--- src/rtl/rom_burst_reader.sv ---
// Burst address sequencer for a 16x4 synchronous ROM: issues wrapping reads under
// a credit limit, buffers returned words in a 4-deep FIFO and streams them out.
module rom_burst_reader (
  input  logic       clk,
  input  logic       rst,
  input  logic       start,
  input  logic [3:0] base_addr,
  input  logic [4:0] count,
  output logic       rom_en,
  output logic [3:0] rom_address,
  input  logic [3:0] rom_data,
  output logic       out_valid,
  input  logic       out_ready,
  output logic [3:0] out_data,
  output logic [3:0] out_addr,
  output logic       busy,
  output logic       done,
  output logic [7:0] checksum
);

  typedef enum logic [1:0] {IDLE, READ, DRAIN, DONE} state_t;

  state_t     state;
  logic [4:0] remaining;
  logic       rd_vld;
  logic [3:0] rd_addr;
  logic [3:0] fifo_data [4];
  logic [3:0] fifo_addr [4];
  logic [1:0] wr_ptr, rd_ptr;
  logic [2:0] occ, occ_next;
  logic [3:0] credit_sum;
  logic       push, pop, credit;

  // rd_vld marks the cycle in which ROM data for the previous rom_en is on rom_data.
  assign push      = rd_vld;
  assign out_valid = (occ != 3'd0);
  assign pop       = out_valid && out_ready;
  assign out_data  = fifo_data[rd_ptr];
  assign out_addr  = fifo_addr[rd_ptr];

  always_comb begin
    occ_next = occ;
    case ({push, pop})
      2'b10:   occ_next = occ + 3'd1;
      2'b01:   occ_next = occ - 3'd1;
      default: occ_next = occ;
    endcase
  end

  // A new read is allowed only if every word already in flight plus this one fits.
  assign credit_sum = {1'b0, occ_next} + {3'b000, rom_en} + 4'd1;
  assign credit     = (credit_sum <= 4'd4);

  always_ff @(posedge clk) begin
    if (rst) begin
      state       <= IDLE;
      remaining   <= 5'd0;
      rom_en      <= 1'b0;
      rom_address <= 4'd0;
      rd_vld      <= 1'b0;
      rd_addr     <= 4'd0;
      wr_ptr      <= 2'd0;
      rd_ptr      <= 2'd0;
      occ         <= 3'd0;
      busy        <= 1'b0;
      done        <= 1'b0;
      checksum    <= 8'd0;
      for (int i = 0; i < 4; i++) begin
        fifo_data[i] <= 4'd0;
        fifo_addr[i] <= 4'd0;
      end
    end else begin
      done    <= 1'b0;
      rom_en  <= 1'b0;
      rd_vld  <= rom_en;
      rd_addr <= rom_address;
      occ     <= occ_next;
      if (push) begin
        fifo_data[wr_ptr] <= rom_data;
        fifo_addr[wr_ptr] <= rd_addr;
        wr_ptr            <= wr_ptr + 2'd1;
      end
      if (pop) begin
        rd_ptr   <= rd_ptr + 2'd1;
        checksum <= checksum + {4'd0, out_data};
      end
      case (state)
        IDLE: if (start) begin
          checksum <= 8'd0;
          busy     <= 1'b1;
          if (count == 5'd0) begin
            state <= DONE;
            done  <= 1'b1;
          end else begin
            // First read goes out on the accepting edge to hit 2-cycle latency.
            rom_en      <= 1'b1;
            rom_address <= base_addr;
            remaining   <= count - 5'd1;
            state       <= (count == 5'd1) ? DRAIN : READ;
          end
        end
        READ: if (credit) begin
          rom_en      <= 1'b1;
          rom_address <= rom_address + 4'd1;
          remaining   <= remaining - 5'd1;
          if (remaining == 5'd1) state <= DRAIN;
        end
        DRAIN: if (!rom_en && occ_next == 3'd0) begin
          state <= DONE;
          done  <= 1'b1;
        end
        DONE: begin
          state <= IDLE;
          busy  <= 1'b0;
        end
        default: state <= IDLE;
      endcase
    end
  end

  a_no_overflow: assert property (@(posedge clk) disable iff (rst)
    !(push && occ == 3'd4 && !pop));

endmodule

--- config.mk ---
export PLATFORM = sky130hd
export DESIGN_NAME = rom_burst_reader
export DESIGN_NICKNAME = d
export VERILOG_FILES = /design/src/rtl/rom_burst_reader.sv
export SDC_FILE = /design/constraint.sdc
export NUM_CORES = 1
export LEC_CHECK = 0
export BUFFER_PORTS_ARGS = -buffer_cell sky130_fd_sc_hd__buf_2
export CORE_MARGIN = 3
export CORE_UTILIZATION = 45
export DETAILED_ROUTE_END_ITERATION = 8
export MAX_ROUTING_LAYER = met4
export PLACE_DENSITY = 0.65
export SKIP_LAST_GASP = 1
export SLEW_MARGIN = 20
export SYNTH_ARGS = -nofsm -noshare
export SYNTH_HDL_FRONTEND = slang
export SYNTH_SLANG_ARGS = --single-unit
--- constraint.sdc ---
create_clock -name clk -period 3 [get_ports clk]
set_input_delay 0.6 -clock clk [delete_from_list [all_inputs] [get_ports clk]]
set_output_delay 0.6 -clock clk [all_outputs]
set_load 0.05 [all_outputs]
### After elaboration in Yosys (flattened, before gate mapping)

Memories as Yosys holds them, arrays and structs flattened. A register that Yosys moved wholly into a read port is not among the register bits.
Cells that the tools add are included.

* RAM bits: 32
* logic and storage cells: 95
* memories: 2
* output and inout bits: 24
* register bits: 34
* bits of input ports: 17

Memories
* fifo_addr: depth 4, width 4, rd ports 1, clocked after memory_dff 1, write ports 4, line 28 `logic [3:0] fifo_addr [4];`
* fifo_data: depth 4, width 4, rd ports 1, clocked after memory_dff 1, write ports 4, line 27 `logic [3:0] fifo_data [4];`

* $lt $le $gt $ge: 1
* eq/ne operators: 12
* reduce and logical (&&, ||, !) cells: 14
* add/sub/neg operators: 10
* mux-type cells: 44

Operator list (number)
* 2-to-1 mux 2 bit: 12
* 2-to-1 mux 8 bit: 3
* 2-to-1 mux 4 bit: 5
* 2-to-1 mux 5 bit: 3
* 2-to-1 mux 1 bit: 14
* equality test 5 x 1 -> 1 bit, second input constant: 2
* != test 2 bit, second input constant: 5
* one-hot mux 5 bit (2 select lines): 1
* subtractor 5 x 1 -> 5 bit, second input constant: 2
* adder 4 x 1 -> 4 bit, second input constant: 2
* adder 8 x 4 -> 8 bit: 1
* one-hot mux 2 bit (4 select lines): 1
* one-hot mux 4 bit (2 select lines): 1
* AND reduction 4 bit: 2
* OR reduction 4 bit: 2
* equality test 2 bit, second input constant: 3
* one-hot mux 1 bit (2 select lines): 3
* one-hot mux 3 bit (2 select lines): 1
* logical NOT 5 bit: 1
* adder 2 x 1 -> 2 bit, second input constant: 2
* adder 3 x 1 -> 4 bit: 1
* equality test 2 x 1 -> 1 bit, second input constant: 2
* <= comparator 4 x 3 -> 1 bit, second input constant: 1
* nonzero test 2 bit: 2
* 8 further kinds: 9

### Longest topological paths before layout

* word-level depth: 9
* gate-level depth with buffers: 15
* mapped depth without buffers: 13

### Worst setup path before layout

OpenSTA, ideal clock, no wires.

* kind: register to register
* start: register occ[0]
* end: register state[0]
* setup slack: -685 ps
* data arrival time: 3598 ps
* clock period less this slack: 3685 ps
* path buffers: 1
* stages on the path, launching flop included: 15
* required time: 2913 ps
* setup time: 87 ps
* cells stage by stage: dfxtp_1 or3_1 and2_1 buf_2 ha_1 fa_1 mux2i_1 inv_1 ha_1 nor2b_1 o22ai_1 nand2_1 o21ai_2 or4_1 o31ai_1

* cells in the longest elaborated chain, start to end: 9
* elaborated cells between the ends (all ways): 15
* those cells by class: add/sub: 4; order compare: 1; eq/ne: 4; mux: 1; reduce/logical: 5

RTL lines
* start, declared: line 30 `logic [2:0] occ, occ_next;`
* start signal, assigned: line 77 `occ <= occ_next;`
* nonzero test 3 bit (*): line 36 `assign out_valid = (occ != 3'd0);`
* named net out_valid: line 12 `output logic out_valid,`
* logical AND 1 bit (*): line 37 `assign pop = out_valid && out_ready;`
* equality test 2 x 1 -> 1 bit / equality test 2 bit (equally long branches): line 43 `case ({push, pop})`
* one-hot mux 3 bit (2 select lines) (*): line 43
* named net occ_next[1]: line 30
* adder 3 x 1 -> 4 bit: line 51 `assign credit_sum = {1'b0, occ_next} + {3'b000, rom_en} + 4'd1;`
* adder 4 x 1 -> 4 bit: line 51
* <= comparator 4 x 3 -> 1 bit: line 52 `assign credit = (credit_sum <= 4'd4);`
* != test 2 bit (no source line)
* AND reduction 4 bit (no source line) (*)
* end signal, assigned: line 99 `state <= (count == 5'd1) ? DRAIN : READ;`
* end, declared: line 23 `state_t state;`

Mark *: on every way through the listed nets, which the timed path passes. The rest lies on a longest branch.
A chain may end at the register's enable or synchronous reset.

### Worst setup path after layout

* start: register occ[2]
* end: register state[0]

* cells in the longest elaborated chain, start to end: 9
* elaborated cells between the ends (all ways): 15
* those cells by class: add/sub: 4; order compare: 1; eq/ne: 4; mux: 1; reduce/logical: 5

RTL lines (line)
* nonzero test 3 bit (*): 36
* logical AND 1 bit (*): 37
* equality test 2 x 1 -> 1 bit / equality test 2 bit (equally long branches): 43
* one-hot mux 3 bit (2 select lines) (*): 43
* named net occ_next[1]: 30
* adder 3 x 1 -> 4 bit: 51
* adder 4 x 1 -> 4 bit: 51
* <= comparator 4 x 3 -> 1 bit: 52
* != test 2 bit (no source line)
* AND reduction 4 bit (no source line) (*)

Marked as above.

==> results.py <==
metrics = {
    "setup_path": {
        "r2r_cells": 14,
        "required_ps": 3260,
        "cp_max_fo": 6,
        "cp-end-kind": "register",
        "startpoint_type": "register",
        "critPathArrivalTime_ps": 3430,
        "critical_path_class": "reg2reg",
    },
    "hold_path": {
        "hold_depth": 2,
        "hold_class": "reg2reg",
    },
    "logic_synthesis": {
        "ys_seq_area_frac": 0.493,
        "synthesis.nets": 345,
        "avgSynthCellArea_um2": 11.0,
        "synth_top_area_frac": 0.282,
        "synthCells": 310,
        "yosysWarnings": 0,
        "synth_area_um2": 3410,
        "synth_area_leaders": "edfxtp_1 28%, dfxtp_1 21%, and2_1 6.2%",
        "synth_seq_cells": 68,
        "synth_top_area_cell": "edfxtp_1",
        "synth_cell_type_count": 51,
    },
    "layout": {
        "area_delta_synth_final_pct": 21.8,
        "final_common_cell": "buf_2",
        "register_area_um2": 1680,
        "multiInputGateArea_um2": 1670,
        "drive_above_1_share": 0.294,
        "final_area_um2": 4160,
        "fill_cells": 655,
        "layout_common_cells": "40 x buf_2, 34 x dfxtp_1, 33 x and2_1",
        "design.final.nets": 411,
        "num_antenna_cells": 0,
    },
    "sta": {
        "tightest_slew_ps": 923,
        "drv_slew": 0,
        "fin_skew_ps": 9.84,
        "final.setup.worst_slack_ps": -172,
        "rsz0062_at_grt": "yes",
        "finalSetupViolCount": 11,
        "post-route-period-util": 1.06,
        "hold_viol": 0,
        "fmax_mhz": 315,
        "max_slew_margin": 0.383,
        "layout_min_cycle_time_ps": 3170,
        "timing.hold.ws_ps": 491,
    },
    "global_routing": {
        "grt.overflow.total": 0,
        "antenna_found_initial": 0,
        "grt_pass1_wl_mm": 11.7,
        "grt_pass1_vias": 2496,
        "grt_max_degree": 25,
        "grtUsageTotal": 0.179,
    },
    "detailed_routing": {
        "drtAntennaViolNets": 0,
        "drc_errors": 0,
        "drtPass1Iterations": 4,
        "via_count": 2430,
        "wl_per_cell_um": 14.4,
        "dr.first_iter.drc_count": 89,
        "post_drt_via_cell_ratio": 5.06,
        "wl_mm": 6.89,
    },
    "placed_design": {
        "post-dp-hpwl_mm": 4.84,
        "portBuffers": 40,
        "pre_cts_ws_ps": -197,
        "gp_congestion": 0.804,
        "dpl_cell_area_um2": 3870,
    },
    "floorplanning": {
        "dieArea_um2": 8670,
        "io_pins": 41,
        "die_width_um": 93.1,
        "core_area_um2": 7290,
        "die_h_um": 93.1,
        "start_util": 0.468,
        "row_count": 31,
    },
    "cts": {
        "clkLatencyLatePin_ps": 350,
        "clock-sinks": 68,
        "numCtsBuffers": 9,
        "clk_pin_slew_ps": 80,
        "cts_tree": "built",
        "h-tree-depth": 3,
        "cts_buffer_depth": 2,
        "cts-hold-fix-buffers": 0,
        "root_buffer": "clkbuf_8",
    },
    "power_and_ir_drop": {
        "leakage_nw": 1.76,
        "p_per_area_nw_per_um2": 870,
        "vdd_drop_max_uv": 381,
        "total_power_mw": 3.62,
    },
    "flow_run": {
        "drv_cap": 0,
    },
    "outcome": {
        "outcome": "complete, but fails checks",
        "violations": "negative setup slack",
    },
}
where the power goes:
part | leakage (nW) | internal [mW] | switching [mW]
sequential | 0.626 | 1.10 | 0.0966
combinational | 1.03 | 0.727 | 0.908
clock | 0.102 | 0.398 | 0.392
critical path: stages, from the launching register on:
cell and delay, ps:
dfxtp_2 320, or3_4 370, and2_4 150, ha_4 150, fa_1 450, mux2i_1 180, inv_1 90, ha_1 280
nor2b_2 160, o22ai_1 90, nand2_1 120, buf_6 130, o21ai_4 70, or4_4 420, o31ai_2 80
layer usage:
metal / vias up / track usage / wire length (um)
li1: 1226 / - / -
met2: 47 / 0.287 / 3350
met1: 1146 / 0.221 / 3170
met3: 11 / 0.0418 / 242
met4: 0 / 0.0684 / 126
met5: - / - / 0
registers in the layout, indices dropped and copies added (netlist names), named ones only:
register	cells
remaining	5
fifo_addr	16
rom_en	1
fifo_data	16
rom_address	4
checksum	8
push	1
state	2
occ	3
busy	1
rd_ptr	2
rd_addr	4
done	1
wr_ptr	2
worst paths after layout:
kind	start	end	slack (ps)
hold / removal	busy$_SDFFE_PP0P_	busy$_SDFFE_PP0P_	490
setup reg to reg	occ[2]$_SDFF_PP0_	state[0]$_SDFFE_PP0P_	-170
setup / recovery	occ[2]$_SDFF_PP0_	state[0]$_SDFFE_PP0P_	-170
hold reg to reg	busy$_SDFFE_PP0P_	busy$_SDFFE_PP0P_	490
cells by family (layout without fill, tap and decap cells):
group                      count (synthesis)  count (layout)  share of synthesized area
xor gates and xnor gates                  16              16                     0.0411
muxes                                     16              16                     0.0762
and+or+nand+nor                          118             118                      0.187
adders and majority gates                 18              18                     0.0704
DFF                                       68              68                      0.493
buffers and inverters                     26              97                     0.0378
AOI/OAI and AO/OA                         48              48                     0.0949
cells in the mapped netlist (all sizes together):
master  number
or3b         2
clkbuf       7
nor3         6
a21oi       15
edfxtp      32
buf          6
fa           2
xor2         9
nor2b        9
or2          2
a31oi        2
nand3        5
a21o         5
and2        34
nor2        30
nand3b       1
dfxtp       36
o21bai       1
or3          5
nand2b       6
o22ai        1
a221o        1
inv         13
a21boi       1
nand4b       1
a211o        3
and2b        1
o31ai        2
or4          1
mux2i        8
a211oi       1
ha          16
xnor2        7
o221ai       1
a31o         1
o41ai        2
nor3b        3
and3         1
o32ai        1
nand2       11
o211ai       3
o21ai        8
mux4         8
repair_timing:
item | CTS | global route
setup buffers | 7 | 0
endpoints found under the setup margin | 10 | 12
pin swaps | 7 | 0
resized for setup | 4 | 4
endpoints found under the hold margin | 0 | 0
metrics by stage:
stage               instances   util  TNS (ps)
floorplan                 310      -     -1860
global placement          457  0.531      -502
detailed placement        457  0.531     -1070
CTS                       480  0.569     -1120
global route              480  0.570     -2610
finish                    480  0.570     -1250
layout make-up:
type,instances,share of cell area
flip-flops and latches,68,0.405
multi-input cells,216,0.401
repair buffers,68,0.103
clock buffers,9,0.0298
well taps,99,0.0298
clock inverters,7,0.0202
inverters,13,0.0117
Power figures use the tool's default switching activity.
